--- config.mk ---
export PLATFORM = sky130hd
export DESIGN_NAME = scratch_pad_port_arbiter
export DESIGN_NICKNAME = d
export VERILOG_FILES = /design/src/rtl/scratch_pad_port_arbiter_pkg.sv /design/src/rtl/scratch_pad_arb_id_fifo.sv /design/src/rtl/scratch_pad_port_arbiter.sv
export SDC_FILE = /design/constraint.sdc
export NUM_CORES = 1
export LEC_CHECK = 0
export ABC_CLOCK_PERIOD_IN_PS = 5500
export BUFFER_PORTS_ARGS = -buffer_cell sky130_fd_sc_hd__clkbuf_2
export CAP_MARGIN = 20
export CORE_AREA = 2 2 210 212
export CTS_CLUSTER_SIZE = 12
export DETAILED_ROUTE_END_ITERATION = 6
export DIE_AREA = 0 0 212 214
export GPL_TIMING_DRIVEN = 0
export HOLD_SLACK_MARGIN = 0.03
export PLACE_DENSITY = 0.45
export SETUP_SLACK_MARGIN = 0.02
export SKIP_LAST_GASP = 1
export SYNTH_ARGS = -nofsm -noshare
export SYNTH_HDL_FRONTEND = slang
export SYNTH_SLANG_ARGS = --single-unit
--- constraint.sdc ---
create_clock -name clk -period 5.5 [get_ports clk]
set_input_delay 0.275 -clock clk [delete_from_list [all_inputs] [get_ports clk]]
set_output_delay 0.275 -clock clk [all_outputs]
set_load 0.02 [all_outputs]
--- src/rtl/scratch_pad_port_arbiter_pkg.sv ---
// Shared definitions for the scratch_pad port arbiter: default sizing and the
// classification of a granted request.
package scratch_pad_port_arbiter_pkg;

  localparam int DefaultClients        = 4;
  localparam int DefaultWidth          = 64;
  localparam int DefaultAddrWidth      = 12;
  localparam int DefaultMaxOutstanding = 32;

  typedef enum logic [1:0] {
    REQ_NONE  = 2'd0,
    REQ_READ  = 2'd1,
    REQ_WRITE = 2'd2
  } req_kind_e;

endpackage

--- src/rtl/scratch_pad_arb_id_fifo.sv ---
// Show-ahead FIFO of client IDs for reads in flight at the scratch_pad port.
// Head is valid whenever the FIFO is non-empty; a push and a pop may share a cycle.
module scratch_pad_arb_id_fifo #(
  parameter int DATA_BITS  = 2,
  parameter int DEPTH      = 32,
  localparam int PTR_BITS   = $clog2(DEPTH),
  localparam int COUNT_BITS = $clog2(DEPTH) + 1
) (
  input  logic                  clk,
  input  logic                  rst,
  input  logic                  push_i,
  input  logic                  pop_i,
  input  logic [DATA_BITS-1:0]  data_i,
  output logic [DATA_BITS-1:0]  head_o,
  output logic [COUNT_BITS-1:0] count_o,
  output logic                  empty_o
);

  logic [DATA_BITS-1:0]  mem_q [DEPTH];
  logic [PTR_BITS-1:0]   wrPtr_q, wrPtr_d;
  logic [PTR_BITS-1:0]   rdPtr_q, rdPtr_d;
  logic [COUNT_BITS-1:0] count_q, count_d;
  logic                  pushOk;
  logic                  popOk;

  // A push into a full FIFO is only legal when the head leaves in the same cycle.
  always_comb begin
    popOk   = pop_i && (count_q != '0);
    pushOk  = push_i && ((count_q < COUNT_BITS'(DEPTH)) || popOk);
    wrPtr_d = wrPtr_q;
    rdPtr_d = rdPtr_q;
    count_d = count_q;
    if (pushOk) begin
      wrPtr_d = (wrPtr_q == PTR_BITS'(DEPTH - 1)) ? '0 : wrPtr_q + PTR_BITS'(1);
    end
    if (popOk) begin
      rdPtr_d = (rdPtr_q == PTR_BITS'(DEPTH - 1)) ? '0 : rdPtr_q + PTR_BITS'(1);
    end
    if (pushOk && !popOk) begin
      count_d = count_q + COUNT_BITS'(1);
    end else if (popOk && !pushOk) begin
      count_d = count_q - COUNT_BITS'(1);
    end
  end

  always_ff @(posedge clk) begin
    if (rst) begin
      wrPtr_q <= '0;
      rdPtr_q <= '0;
      count_q <= '0;
    end else begin
      wrPtr_q <= wrPtr_d;
      rdPtr_q <= rdPtr_d;
      count_q <= count_d;
    end
  end

  always_ff @(posedge clk) begin
    if (pushOk) begin
      mem_q[wrPtr_q] <= data_i;
    end
  end

  assign head_o  = mem_q[rdPtr_q];
  assign count_o = count_q;
  assign empty_o = (count_q == '0);

endmodule

--- src/rtl/scratch_pad_port_arbiter.sv ---
// Round-robin sharing of one scratch_pad port among several clients, with read
// responses steered back to their issuing client via an in-order ID FIFO.
module scratch_pad_port_arbiter
  import scratch_pad_port_arbiter_pkg::*;
#(
  parameter int CLIENTS         = DefaultClients,
  parameter int WIDTH           = DefaultWidth,
  parameter int ADDR_WIDTH      = DefaultAddrWidth,
  parameter int MAX_OUTSTANDING = DefaultMaxOutstanding,
  localparam int CLIENT_BITS    = $clog2(CLIENTS),
  localparam int COUNT_BITS     = $clog2(MAX_OUTSTANDING) + 1
) (
  input  logic                          clk,
  input  logic                          rst,
  input  logic [0:CLIENTS-1]            c_rd_en,
  input  logic [0:CLIENTS-1]            c_wr_en,
  input  logic [ADDR_WIDTH*CLIENTS-1:0] c_addr,
  input  logic [WIDTH*CLIENTS-1:0]      c_d,
  output logic [0:CLIENTS-1]            c_grant,
  input  logic [0:CLIENTS-1]            c_stall,
  output logic [0:CLIENTS-1]            c_valid,
  output logic [WIDTH-1:0]              c_q,
  output logic                          sp_rd_en,
  output logic                          sp_wr_en,
  output logic [ADDR_WIDTH-1:0]         sp_addr,
  output logic [WIDTH-1:0]              sp_d,
  input  logic                          sp_full,
  input  logic [WIDTH-1:0]              sp_q,
  input  logic                          sp_valid,
  output logic                          sp_stall
);

  logic [CLIENT_BITS-1:0] ptr_q, ptr_d;
  logic                   sp_rd_en_q, sp_rd_en_d;
  logic                   sp_wr_en_q, sp_wr_en_d;
  logic [ADDR_WIDTH-1:0]  sp_addr_q, sp_addr_d;
  logic [WIDTH-1:0]       sp_d_q, sp_d_d;

  logic [COUNT_BITS-1:0]  fifoCount;
  logic [CLIENT_BITS-1:0] headId;
  logic                   fifoEmpty;
  logic                   fifoPush;
  logic                   fifoPop;
  logic                   readOk;
  logic [0:CLIENTS-1]     eligible;
  logic [CLIENT_BITS-1:0] scanId;
  logic [CLIENT_BITS-1:0] grantId;
  logic                   grantValid;
  req_kind_e              grantKind;

  // Response side: the head of the ID FIFO owns whatever the scratch_pad returns.
  always_comb begin
    c_valid  = '0;
    sp_stall = !rst && !fifoEmpty && c_stall[headId];
    fifoPop  = !rst && sp_valid && !fifoEmpty && !c_stall[headId];
    if (!rst && sp_valid && !fifoEmpty) begin
      c_valid[headId] = 1'b1;
    end
  end

  assign c_q = sp_q;

  // A response leaving this cycle frees the slot a new read would take.
  always_comb begin
    readOk = (fifoCount < COUNT_BITS'(MAX_OUTSTANDING)) || fifoPop;
    for (int i = 0; i < CLIENTS; i++) begin
      eligible[i] = !rst && !sp_full && (c_wr_en[i] || (c_rd_en[i] && readOk));
    end
  end

  always_comb begin
    grantValid = 1'b0;
    grantId    = ptr_q;
    scanId     = ptr_q;
    c_grant    = '0;
    for (int k = 0; k < CLIENTS; k++) begin
      scanId = ptr_q + CLIENT_BITS'(k);
      if (!grantValid && eligible[scanId]) begin
        grantValid = 1'b1;
        grantId    = scanId;
      end
    end
    if (grantValid) begin
      c_grant[grantId] = 1'b1;
    end
    if (!grantValid) begin
      grantKind = REQ_NONE;
    end else if (c_wr_en[grantId]) begin
      grantKind = REQ_WRITE;
    end else begin
      grantKind = REQ_READ;
    end
  end

  assign fifoPush = (grantKind == REQ_READ);

  always_comb begin
    ptr_d      = grantValid ? grantId + CLIENT_BITS'(1) : ptr_q;
    sp_rd_en_d = (grantKind == REQ_READ);
    sp_wr_en_d = (grantKind == REQ_WRITE);
    sp_addr_d  = sp_addr_q;
    sp_d_d     = sp_d_q;
    if (grantValid) begin
      sp_addr_d = c_addr[(CLIENTS - 1 - int'(grantId)) * ADDR_WIDTH +: ADDR_WIDTH];
      sp_d_d    = c_d[(CLIENTS - 1 - int'(grantId)) * WIDTH +: WIDTH];
    end
  end

  always_ff @(posedge clk) begin
    if (rst) begin
      ptr_q      <= '0;
      sp_rd_en_q <= 1'b0;
      sp_wr_en_q <= 1'b0;
      sp_addr_q  <= '0;
      sp_d_q     <= '0;
    end else begin
      ptr_q      <= ptr_d;
      sp_rd_en_q <= sp_rd_en_d;
      sp_wr_en_q <= sp_wr_en_d;
      sp_addr_q  <= sp_addr_d;
      sp_d_q     <= sp_d_d;
    end
  end

  assign sp_rd_en = sp_rd_en_q;
  assign sp_wr_en = sp_wr_en_q;
  assign sp_addr  = sp_addr_q;
  assign sp_d     = sp_d_q;

  scratch_pad_arb_id_fifo #(
    .DATA_BITS(CLIENT_BITS),
    .DEPTH    (MAX_OUTSTANDING)
  ) u_idFifo (
    .clk    (clk),
    .rst    (rst),
    .push_i (fifoPush),
    .pop_i  (fifoPop),
    .data_i (grantId),
    .head_o (headId),
    .count_o(fifoCount),
    .empty_o(fifoEmpty)
  );

endmodule
==> metrics, run 1 <==
outcome=completed; P&R area growth vs syn=43.2%; Slew headroom=39.2%; H-tree levels=4; Starting Density=23.1%; Final Hold Viols=0; Antenna Cells=0; CTS tree=done; Post-DP Area=13000 um2; Largest stage delay, worst path=0.53 ns; syn nets=1527; Die Footprint=45400 um2; crit path DAT=5.87 ns; mux cell area share after synthesis=11.1%; grt total ovfl=0; first-pass GRT wire length=65.5 mm; vias after detailed routing=10400; DRT antenna net count=0; Rows=76; CP max FO=5; Net count, final=2042; GPL Wtd Cong=0.894; CORE AREA=42900 um2; warnings from Yosys=0; worst-skew pair later-pin latency=0.47 ns; WP data required=5.89 ns; Post-CTS Hold Fix Bufs=0; peak supply drop=0.175 mV; fin crit share=99.5%; RSZ-0062 raised after global routing=true; asr flop ratio synth=0%; antenna violations before repair=0; drt wl/cell=20.0 um; register area=3950 um2; most frequent CP cell=a21oi_2; Die Width=212 um; Adder-Cell Fraction of Synth Area=2.48%; vias in the first global route=10500; FILL cells=4596; commonest cells after routing, fill and taps aside=clkbuf_2 (473), nand2_1 (278), a21oi_1 (147), dfxtp_1 (100), buf_4 (90); # port buffers=470; WS Path Type=reg2reg; max-slew violations=0; Worst-path clk slew=0.07 ns; Post-synth EDFFs=64; Pwr Density=388 nW/um2; Max clock buf depth=2; Routed WL=44.8 mm; most common cell after layout, fill and taps aside=clkbuf_2; chip height=214 um; boundary pin count=535; DP Wirelength=35.6 mm; share of cells above drive strength 1=43.0%; Post-Route Setup TNS=0 ns; crit start category=flip-flop; CTS Root Cell=clkbuf_16; # Max-Cap Violations=0; crit path capture type=flip-flop; cell count after synthesis=1124; measured slew at the worst slew-check pin=0.913 ns; Synth Area in XOR/XNOR=0.442%; largest family of logic cells by synthesized area=compound AO/OA/AOI/OAI gates; Main synth FF type=dfxtp_1; Simple-Gate Fraction of Synth Area=18.2%; design area=14200 um2; Initial DRC Count=550; post-DR vias/cell=4.66; syn avg cell area=8.81 um2; hold crit path type=in2reg; drc violations=0; area of the multi-input gates=5390 um2; drt pass-1 iters=6; Num CTS Buffers=17; GRT Resource Usage Total=19.4%; clk sinks=165; largest net degree at the start of global routing=45; compound-cell area share of the yosys netlist=19.4%; Buf/Inv on CP=4; Seq/Total Area, Yosys=39.8%; FF+latch count, synth=165; Crit-path slowest cell=mux4_2; synthesized area=9900 um2; Cell Chain, Critical Path=buf_12 -> mux4_2 -> mux4_2 -> mux2i_4 -> inv_2 -> nor2_4 -> nand3_4 -> a41oi_4 -> a41oi_2 -> o221a_2 -> or3_4 -> and3_4 -> o21ai_4 -> inv_4 -> ha_4 -> inv_4 -> ha_4 -> a21o_1 -> a21oi_2 -> o21bai_1 -> a21oi_2 -> xnor2_2 -> or3_1 -> a21oi_2; Max Clk Rate=183 MHz; final setup fails=0; post-layout min period=5.47 ns; synth unique cells=63; P_leak=0.00688 uW; Crit path max-delay family=compound AO/OA/AOI/OAI gates; clk_skew=0.0179 ns
-- layout make-up --
type | count | share of cell area, %
tap | 585 | 5.16
sequential | 165 | 27.8
clock inverter | 14 | 1.16
clock buffer | 18 | 3.03
multi-input combinational | 807 | 38.0
buffer | 136 | 6.09
inverter | 15 | 0.468
timing repair buffer | 497 | 18.3
-- power by group --
part | internal, uW | total, uW | leakage (uW) | switching, uW
sequential | 1510 | 1650 | 0.00142 | 141
clock | 684 | 1270 | 0.000288 | 583
combinational | 1000 | 2580 | 0.00518 | 1580
-- cell usage after synthesis, types with 9 or more instances --
library cell | count | area share (%)
buf_4 | 65 | 4.9
inv_1 | 11 | 0.42
ha_1 | 18 | 2.3
dfxtp_1 | 101 | 20
a21oi_1 | 153 | 7.7
nor2_1 | 41 | 1.6
a31oi_1 | 9 | 0.57
buf_2 | 9 | 0.45
a22oi_1 | 14 | 1.1
mux4_2 | 34 | 7.7
and3_1 | 45 | 2.8
a211o_1 | 66 | 5.8
clkbuf_1 | 53 | 2.0
o21ai_0 | 25 | 1.3
mux2i_1 | 21 | 2.1
edfxtp_1 | 64 | 19
nand2_1 | 279 | 11
nand3_1 | 19 | 0.96
-- layer usage --
metal | wire length [um] | global-route usage [%] | up-vias
met1 | 18900 | 24.0 | 4976
met4 | 883 | 5.38 | 0
met3 | 2550 | 4.30 | 39
met5 | 0 | 0 | -
li1 | - | - | 5016
met2 | 22400 | 33.7 | 387
-- what timing repair did --
item	in CTS	in global routing
pin swaps	9	17
cloned	0	1
resized for setup	56	33
endpoints found under the setup margin	150	10
buffers inserted	9	15
endpoints found under the hold margin	0	0
-- path summary, 6_finish.rpt --
check	to	from	depth (start not counted)	slack, ns
max	u_idFifo.count_o[5]$_SDFFE_PP0P_	flip-flop	24	0.03
min	sp_d[25]$_SDFFE_PP0N_	c_d[89]	4	0.16
max reg2reg	u_idFifo.count_o[5]$_SDFFE_PP0P_	flip-flop	24	0.03
min reg2reg	sp_d[48]$_SDFFE_PP0N_	sp_d[48]$_SDFFE_PP0N_	1	0.46
-- sequential cells by signal, indices dropped and copies added, names as in the netlist, named ones only --
| name | flops |
|---|---|
| u_idFifo.mem_q | 64 |
| ptr_q | 2 |
| u_idFifo.count_o | 6 |
| sp_wr_en | 1 |
| sp_d | 64 |
| u_idFifo.rdPtr_q | 5 |
| u_idFifo.wrPtr_q | 5 |
| sp_addr | 12 |
| sp_rd_en | 1 |
-- kinds of logic (layout without fill, tap and decap cells) --
kind of cell | count (synthesis) | after routing
AOI/OAI and AO/OA | 299 | 299
xor gates and xnor gates | 5 | 5
adders and majority gates | 19 | 19
buffers and inverters | 152 | 680
DFF | 165 | 165
muxes | 65 | 65
and+or+nand+nor | 419 | 419
-- worst register-to-register path, delay by kind of cell (launching register included) --
family,cells,cell delay [ns]
AOI/OAI and AO/OA,9,1.68
muxes,3,1.28
and+or+nand+nor,5,1.20
DFF,1,0.39
buffers and inverters,4,0.38
adders and majority gates,2,0.38
xor gates and xnor gates,1,0.10
-- per-stage QoR --
| stage | setup slack [ns] | cells | utilization [%] | hold WS, ns | total power (uW) |
|---|---|---|---|---|---|
| 2_1_floorplan | 0.0410 | 1124 | - | 0.473 | 3130 |
| 3_3_place_gp | -2.20 | 2179 | 30.3 | 0.446 | 4030 |
| 3_5_place_dp | -2.06 | 2181 | 30.4 | 0.448 | 4040 |
| 4_1_cts | 0.0226 | 2221 | 32.5 | 0.137 | 5440 |
| 5_1_grt | -0.187 | 2237 | 33.1 | 0.184 | 5830 |
| 6_report | 0.0259 | 2237 | 33.1 | 0.158 | 5500 |
No activity file was read; power rests on OpenSTA's default activity.
==> inputs of run 2 (changes only) <==
- CORE_AREA: 2 2 210 212 -> 2 2 206 208
- DIE_AREA: 0 0 212 214 -> 0 0 208 210
- PLACE_DENSITY: 0.45 -> 0.47
==> metrics, run 2 (synthesized netlist as in run 1, its figures left out) <==
drt pass-1 iters=5; most common cell after layout, fill and taps aside=clkbuf_2; worst-skew pair later-pin latency=0.46 ns; Die Footprint=43700 um2; met2 GRT Util=33.6%; Pwr Density=392 nW/um2; boundary pin count=535; CTS tree=done; Worst Hold Launch=c_d[121]; RSZ-0062 raised after global routing=true; first-pass GRT wire length=64.3 mm; Hold Path Sink=sp_d[57]$_SDFFE_PP0N_; Crit path max-delay family=compound AO/OA/AOI/OAI gates; Crit-path slowest cell=mux4_2; antenna violations before repair=1; peak supply drop=0.228 mV; total power=5500 uW; chip height=210 um; Internal=3220 uW; largest net degree at the start of global routing=45; DP Wirelength=35.3 mm; Gate power share=45.6%; Post-CTS Hold Fix Bufs=0; drt wl/cell=20.3 um; setup slack after layout=0.109 ns; GRT Resource Usage Total=19.7%; Rows=75; clk_skew=0.00991 ns; CORE AREA=41500 um2; Post-Route Setup TNS=0 ns; CP max FO=7; P&R area growth vs syn=41.8%; grt total ovfl=0; clock power share=24.3%; Routed WL=44.5 mm; Worst-path clk slew=0.07 ns; Net count, final=2036; Cell Chain, Critical Path=buf_12 -> mux4_2 -> mux4_2 -> mux2i_4 -> inv_2 -> nor2_4 -> nand3_4 -> a41oi_2 -> a41oi_2 -> o221a_4 -> or3_1 -> and3_1 -> o21ai_4 -> inv_4 -> ha_4 -> inv_2 -> ha_4 -> a21o_1 -> a21oi_4 -> o21bai_1 -> a21oi_1 -> xnor2_1 -> or3_1 -> a21oi_1; measured slew at the worst slew-check pin=0.972 ns; grt peak-use layer=met2; post-DR vias/cell=4.73; Num CTS Buffers=17; P_leak=0.00685 uW; share of cells above drive strength 1=42.0%; Die Width=208 um; hold crit path type=in2reg; met3 usage=4.22%; outcome=completed; final setup fails=0; vias in the first global route=10400; commonest cells after routing, fill and taps aside=clkbuf_2 (474), nand2_1 (279), a21oi_1 (149), dfxtp_1 (100), buf_4 (86); crit path capture type=flip-flop; Buf/Inv on CP=4; hold depth=4; reg2reg setup slack=0.11 ns; # Max-Cap Violations=0; crit path DAT=5.77 ns; DRT antenna net count=0; max-slew violations=0; CTS Root Cell=clkbuf_16; Worst R2R End=u_idFifo.count_o[5]$_SDFFE_PP0P_; H-tree levels=4; Max Clk Rate=185 MHz; switch share=41.4%; met1 Usage GRT=24.6%; vias after detailed routing=10300; sequential power share=30.1%; # port buffers=470; pre-CTS setup slack=-2.13 ns; Slew headroom=35.2%; Initial DRC Count=555; FILL cells=4470; fin crit share=98.0%; Worst Reg2Reg Path Length in Cells=24; Final Hold Viols=0; drc violations=0; WS Path Type=reg2reg; GPL Wtd Cong=0.927; clk sinks=165; crit start category=flip-flop; WP data required=5.88 ns; post-layout min period=5.39 ns; Max clock buf depth=2; Largest stage delay, worst path=0.53 ns; Starting Density=23.9%; switching power=2280 uW
-- run 2: cell count changes in the layout (fill, tap and decap cells not counted), moves of 2 or more --
cell      before  now
inv_4          3    1
nor2_2         2    0
a21oi_1      147  149
clkbuf_8       1    3
a21oi_2        6    3
buf_4         90   86
buf_8          2    4
clkbuf_4       4    2
nand3_1       14   16
-- run 2: stage by stage --
stage	util, %	area [um2]	hold slack (ns)	cells
2_1_floorplan	-	9910	0.473	1124
3_3_place_gp	31.2	12900	0.446	2133
3_5_place_dp	31.2	12900	0.450	2134
4_1_cts	33.4	13900	0.144	2176
5_1_grt	33.9	14000	0.184	2186
6_report	33.9	14000	0.169	2186
-- run 2: metal layers --
metal	share of wire, %	vias up
met1	42	4919
li1	-	4990
met5	0	-
met3	5.4	54
met2	49	382
met4	3.1	0
-- run 2: worst max-delay path by stage --
| stage | start | to | slack, ns | cells after the start |
|---|---|---|---|---|
| finish | flip-flop | u_idFifo.count_o[5]$_SDFFE_PP0P_ | 0.11 | 24 |
| global route | flip-flop | u_idFifo.count_o[5]$_SDFFE_PP0P_ | -0.16 | 27 |
| CTS | flip-flop | u_idFifo.count_o[5]$_SDFFE_PP0P_ | 0.02 | 24 |
| detailed placement | flip-flop | sp_addr[7]$_SDFFE_PP0N_ | -2.13 | 22 |
| global placement | flip-flop | sp_addr[6]$_SDFFE_PP0N_ | -2.22 | 20 |
| floorplan | flip-flop | u_idFifo.count_o[5]$_SDFFE_PP0P_ | 0.04 | 25 |
-- run 2: worst reg2reg max path: stages, from the launching register on --
cell      delay [ns]
dfxtp_4         0.37
buf_12          0.14
mux4_2          0.53
mux4_2          0.53
mux2i_4         0.20
inv_2           0.08
nor2_4          0.14
nand3_4         0.12
a41oi_2         0.25
a41oi_2         0.17
o221a_4         0.31
or3_1           0.34
and3_1          0.22
o21ai_4         0.20
inv_4           0.09
ha_4            0.17
inv_2           0.08
ha_4            0.20
a21o_1          0.18
a21oi_4         0.14
o21bai_1        0.09
a21oi_1         0.18
xnor2_1         0.11
or3_1           0.38
a21oi_1         0.12
-- run 2: power by group through the flow --
stage          Combinational, uW  Sequential [uW]  Clock [uW]
2_1_floorplan               1280             1850           0
3_3_place_gp                2330             1670           0
3_5_place_dp                2340             1680           0
4_1_cts                     2440             1650        1370
5_1_grt                     2710             1680        1410
6_report                    2510             1650        1340
-- run 2: repair_timing --
action | in CTS | in global routing
pin swaps | 10 | 17
buffers inserted | 11 | 9
setup endpoints to repair | 177 | 17
resized for setup | 49 | 23
-- run 2: area by class of cell --
class	instances	area (um2)	share of cell area (%)
sequential	165	3950	28.1
multi-input combinational	807	5330	37.9
tap	539	674	4.80
timing repair buffer	491	2510	17.9
inverter	15	63.8	0.454
antenna	1	2.50	0.0178
clock inverter	13	188	1.34
clock buffer	19	453	3.23
buffer	136	872	6.21
